File: src/rtl/hazard_pkg.sv
// Shared types and helpers for the decode hazard/forwarding unit.
// Tag entries use fixed maximum field widths so the struct can live here.
package hazard_pkg;

  localparam int FWD_RF   = 0;
  localparam int ADDR_MAX = 8;
  localparam int IDX_W    = 4;

  typedef struct packed {
    logic                valid;
    logic                we;
    logic [ADDR_MAX-1:0] addr;
    logic [IDX_W-1:0]    ready_idx;
  } tag_t;

  function automatic int clog2(input int v);
    int r;
    r = 0;
    while ((1 << r) < v) r++;
    return r;
  endfunction

  function automatic int fwd_stage(input int i);
    return i + 1;
  endfunction

endpackage

File: src/rtl/hazard_fwd_src.sv
// Per-source youngest-match search over the in-flight tags.
// Produces forwarded data, select code and a not-yet-ready hazard flag.
module hazard_fwd_src
  import hazard_pkg::*;
#(
  parameter int XLEN   = 32,
  parameter int RA_W   = 5,
  parameter int NSTAGE = 3,
  parameter int FS_W   = 2
) (
  input  tag_t [NSTAGE-1:0]     tags,
  input  logic [RA_W-1:0]       src,
  input  logic [XLEN-1:0]       rf,
  input  logic [NSTAGE*XLEN-1:0] stage_data,
  output logic [XLEN-1:0]       data,
  output logic [FS_W-1:0]       fwd_sel,
  output logic                  hazard
);

  // Oldest first, so the youngest match overrides everything older.
  always_comb begin
    data    = rf;
    fwd_sel = FS_W'(FWD_RF);
    hazard  = 1'b0;
    for (int i = NSTAGE - 1; i >= 0; i--) begin
      if (tags[i].valid && tags[i].we &&
          tags[i].addr == ADDR_MAX'(src) &&
          src != '0) begin
        if (IDX_W'(i) >= tags[i].ready_idx) begin
          data    = stage_data[i*XLEN +: XLEN];
          fwd_sel = FS_W'(fwd_stage(i));
          hazard  = 1'b0;
        end else begin
          data    = rf;
          fwd_sel = FS_W'(FWD_RF);
          hazard  = 1'b1;
        end
      end
    end
  end

endmodule

File: src/rtl/dec_hazard_scoreboard.sv
// Decode-stage hazard, forwarding and stall unit.
// Holds the tag shift register, the MDU busy counter and the stall logic.
module dec_hazard_scoreboard
  import hazard_pkg::*;
#(
  parameter int XLEN     = 32,
  parameter int RA_W     = 5,
  parameter int NSRC     = 2,
  parameter int NSTAGE   = 3,
  parameter int LD_READY = 1,
  parameter int MDU_LAT  = 4,
  localparam int FS_W    = clog2(NSTAGE + 1),
  localparam int CNT_W   = clog2(MDU_LAT + 1)
) (
  input  logic                   clk,
  input  logic                   rstn,
  input  logic                   dec_valid,
  input  logic [NSRC*RA_W-1:0]   dec_src_addr,
  input  logic [NSRC*XLEN-1:0]   dec_src_rf,
  input  logic [RA_W-1:0]        dec_dst_addr,
  input  logic                   dec_we,
  input  logic                   dec_is_load,
  input  logic                   dec_is_mdu,
  input  logic                   flush,
  input  logic [NSTAGE*XLEN-1:0] stage_data,
  output logic [NSRC*XLEN-1:0]   src_data,
  output logic [NSRC*FS_W-1:0]   fwd_sel,
  output logic                   stall,
  output logic                   mdu_busy
);

  tag_t [NSTAGE-1:0] tag_q;
  tag_t              dec_tag;
  logic [NSRC-1:0]   src_haz;
  logic [CNT_W-1:0]  mdu_cnt;
  logic              issue;

  always_comb begin
    dec_tag           = '0;
    dec_tag.valid     = 1'b1;
    dec_tag.we        = dec_we;
    dec_tag.addr      = ADDR_MAX'(dec_dst_addr);
    dec_tag.ready_idx = dec_is_load ? IDX_W'(LD_READY) : '0;
  end

  assign stall = dec_valid && !flush &&
                 ((|src_haz) || (dec_is_mdu && mdu_busy));
  assign issue = dec_valid && !stall && !flush;
  assign mdu_busy = |mdu_cnt;

  always_ff @(posedge clk or negedge rstn) begin
    if (!rstn) begin
      tag_q <= '0;
    end else begin
      tag_q[0] <= issue ? dec_tag : '0;
      for (int i = 1; i < NSTAGE; i++)
        tag_q[i] <= tag_q[i-1];
    end
  end

  // An issued MDU op is never cancelled, so the count ignores stall/flush.
  always_ff @(posedge clk or negedge rstn) begin
    if (!rstn)
      mdu_cnt <= '0;
    else if (issue && dec_is_mdu)
      mdu_cnt <= CNT_W'(MDU_LAT);
    else if (mdu_cnt != '0)
      mdu_cnt <= mdu_cnt - CNT_W'(1);
  end

  for (genvar k = 0; k < NSRC; k++) begin : g_src
    hazard_fwd_src #(
      .XLEN   (XLEN),
      .RA_W   (RA_W),
      .NSTAGE (NSTAGE),
      .FS_W   (FS_W)
    ) u_src (
      .tags       (tag_q),
      .src        (dec_src_addr[k*RA_W +: RA_W]),
      .rf         (dec_src_rf[k*XLEN +: XLEN]),
      .stage_data (stage_data),
      .data       (src_data[k*XLEN +: XLEN]),
      .fwd_sel    (fwd_sel[k*FS_W +: FS_W]),
      .hazard     (src_haz[k])
    );
  end

endmodule

File: config.mk
export PLATFORM = sky130hd
export DESIGN_NAME = dec_hazard_scoreboard
export DESIGN_NICKNAME = d
export VERILOG_FILES = /design/src/rtl/hazard_pkg.sv /design/src/rtl/hazard_fwd_src.sv /design/src/rtl/dec_hazard_scoreboard.sv
export SDC_FILE = /design/constraint.sdc
export NUM_CORES = 1
export LEC_CHECK = 0
export BUFFER_PORTS_ARGS = -buffer_cell sky130_fd_sc_hd__buf_4
export CORE_MARGIN = 2
export CORE_UTILIZATION = 30
export CTS_CLUSTER_SIZE = 12
export DETAILED_ROUTE_END_ITERATION = 8
export GPL_TIMING_DRIVEN = 0
export SYNTH_ARGS = -nofsm -noshare
export SYNTH_HDL_FRONTEND = slang
export SYNTH_SLANG_ARGS = --single-unit
File: constraint.sdc
create_clock -name clk -period 2.8 [get_ports clk]
set_clock_uncertainty 0.1 [all_clocks]
set_input_delay 0.42 -clock clk [delete_from_list [all_inputs] [get_ports clk]]
set_output_delay 0.42 -clock clk [all_outputs]
set_load 0.05 [all_outputs]
==> flow_metrics.tcl <==
set metrics [dict create \
    crit_path_end_kind "output pin" \
    grt_pass1_vias 5381 \
    clkPwrFrac 0.174 \
    cpPeakStageDelay_ps 390 \
    dr.pass1.iters 5 \
    fmax_ghz 0.316 \
    avgViaCountPerCell 6.02 \
    drt_iter0_drc 465 \
    synth_area_um2 3460 \
    nets 979 \
    timing.final.ws_setup_ps -369 \
    p_int_mw 1.11 \
    cts_tree "yes" \
    avgSynthCellArea_um2 7.32 \
    wl_per_cell_um 23.5 \
    fin_hold_ws_ps 263 \
    clock-sinks 25 \
    portBuffers 251 \
    status "complete, but fails checks" \
    yosysWarningCount 0 \
    maxSlewViolCount 0 \
    r2r-start "tag_q[4]" \
    fin_setup_tns_ps -12750 \
    p_per_area_nw_per_um2 221 \
    dpl.cell_count 867 \
    fillers 771 \
    grt_max_degree 26 \
    cpLargestDelayFamily "compound AO/OA/AOI/OAI gates" \
    routabilityCongestion 0.916 \
    tightest_slew_ps 535 \
    critPathArrivalTime_ps 2650 \
    relSlewSlack 0.643 \
    cts_htree_levels 1 \
    grt_overflow_total 0 \
    diodes 0 \
    worstHoldPathType "primary input to flip-flop" \
    hpwl_um 14200 \
    fin_area_um2 8410 \
    stdcell_count 937 \
    ys_ff_latch 25 \
    routed_wl_um 22000 \
    start_util 0.306 \
    violations "setup timing" \
    critPathSlowestCell "dfrtp_1" \
    synth-seq-area-share 0.181 \
    post-route-period-util 1.13 \
    dieArea_um2 12400 \
    period_needed_ps 3170 \
    setup-violations-final 67 \
    worst_setup_path_start_kind "flip-flop" \
    hold_violations 0 \
    ir_drop_mv 0.504 \
    cp_max_fo 8 \
    seqPwrFrac 0.236 \
    core_um2 11300 \
    cts_root_buf "clkbuf_16" \
    insertion_delay_ps 260 \
    cap_violations 0 \
    io_pins 252 \
    holdCritStartpoint "dec_is_load" \
    final_cell_mix "219 x buf_4, 79 x buf_6, 47 x a21oi_1" \
    rsz0062_at_grt "yes" \
    antenna_found_initial 0 \
    dpl_cell_area_um2 5870 \
    rows 39 \
    multi_input_area_um2 4010 \
    p_total_mw 1.86 \
    power_leakage_nw 3.61 \
    grt.total_usage 0.299 \
    register_area_um2 626 \
    clk_pin_slew_ps 60 \
    crit_chain "xor2_1, a221o_1, buf_6, nor4_4, nor2_2, mux2_4, buf_12, a221o_1, buf_6" \
    area_delta_synth_final_pct 143 \
    p_switching_mw 0.746 \
    worstPathRequired_ps 2280 \
    layout_commonest_cell "buf_4" \
    drc 0 \
    critical_path_class "flip-flop to output pin" \
    cts_buffer_depth 2 \
    antenna_left 0 \
    die_y_um 111 \
    syn_nets 657 \
    cts_made_buffers 3 \
    vias 5639 \
    drive_gt1_frac 0.698 \
    die_w_um 111 \
    setup.worst_path.start "tag_q[21]" \
    synth_cell_type_count 35 \
    grt_pass1_wl_um 29700 \
    p_comb_frac 0.590 \
    syn-instance-count 473 \
    swShare 0.402 \
    cp_num_buf_inv 3 \
]
[layer usage]
| metal | wire length (um) | part of all wire | GRT usage |
|---|---|---|---|
| met5 | 0 | 0 | 0 |
| met2 | 11100 | 0.50 | 0.540 |
| met1 | 7910 | 0.36 | 0.363 |
| met3 | 1610 | 0.073 | 0.0327 |
| met4 | 1410 | 0.064 | 0.119 |
[worst paths after layout]
| path | endpoint | slack (ps) | cells past startpoint |
|---|---|---|---|
| max reg2reg | tag_q[4] | 310 | 11 |
| max | src_data[35] | -370 | 9 |
| min | tag_q[0] | 260 | 2 |
| min reg2reg | tag_q[27] | 280 | 0 |
| max in group asynchronous | tag_q[36] | 1880 | 2 |
| min in group asynchronous | tag_q[21] | 480 | 2 |
[synth_stat cells, drive strengths merged]
library cell  instances  area (um^2)
and2                  8         50.1
a21oi                61          305
mux2i                33          330
a221o                21          210
nand2b                1         6.26
o31ai                 1         7.51
o211ai                2         15.0
nand3                19         95.1
o21ai                49          245
a21boi                1         7.51
buf                  11         61.3
o22ai                32          200
o221ai                3         26.3
nand3b                1         7.51
a211oi                1         12.5
mux2                 33          375
xor2                  4         35.0
or4                   6         45.0
nor4                  5         43.8
nand4                 3         18.8
nand2                39          146
xnor2                20          175
nor2b                15         93.8
ha                    2         25.0
o21a                  1         7.51
dfrtp                25          626
nor2                 40          153
a31o                  1         8.76
inv                   8         30.0
clkbuf               27          101
[through the flow]
step | worst slack, ps | utilization
after global routing | -413 | 0.743
after detailed placement | -925 | 0.519
final | -369 | 0.743
after floorplan | -147 | -
after global placement | -847 | 0.519
after CTS | -351 | 0.654
[what timing repair did]
item / 4_1_cts / 5_1_grt
hold endpoints to repair: 25 / 0
hold buffers: 1 / 0
cloned: 6 / 7
gates resized for setup: 276 / 196
endpoints found under the setup margin: 69 / 69
buffers inserted: 39 / 21
pin swaps: 48 / 48
[cells by family after synthesis]
logic type,Yosys count,synth area share
buf+inv,46,0.0556
flops,25,0.181
compound gates,173,0.302
simple gates,137,0.190
mux,66,0.204
fa+ha+maj,2,0.00722
xor+xnor,24,0.0607
[power groups by stage]
stage          registers (mW)  clock network [mW]  logic, mW
2_1_floorplan           0.435                   0      0.509
3_3_place_gp            0.440                   0      0.881
3_5_place_dp            0.442                   0      0.898
4_1_cts                 0.438               0.333       1.01
5_1_grt                 0.443               0.348       1.15
6_report                0.439               0.322       1.09
[cell type report]
class                           count  share of cell area
Clock buffer                        3             0.00893
Multi-Input combinational cell    402               0.477
Timing Repair Buffer              321               0.361
Sequential cell                    25              0.0744
Tap cell                          143              0.0213
Inverter                            8             0.00357
Clock inverter                      1             0.00104
Buffer                             34              0.0527
[flip-flops by register name (all words and copies together), names as in the netlist]
signal	flops
mdu_cnt	3
tag_q	22
(Power assumes the default switching activity.)
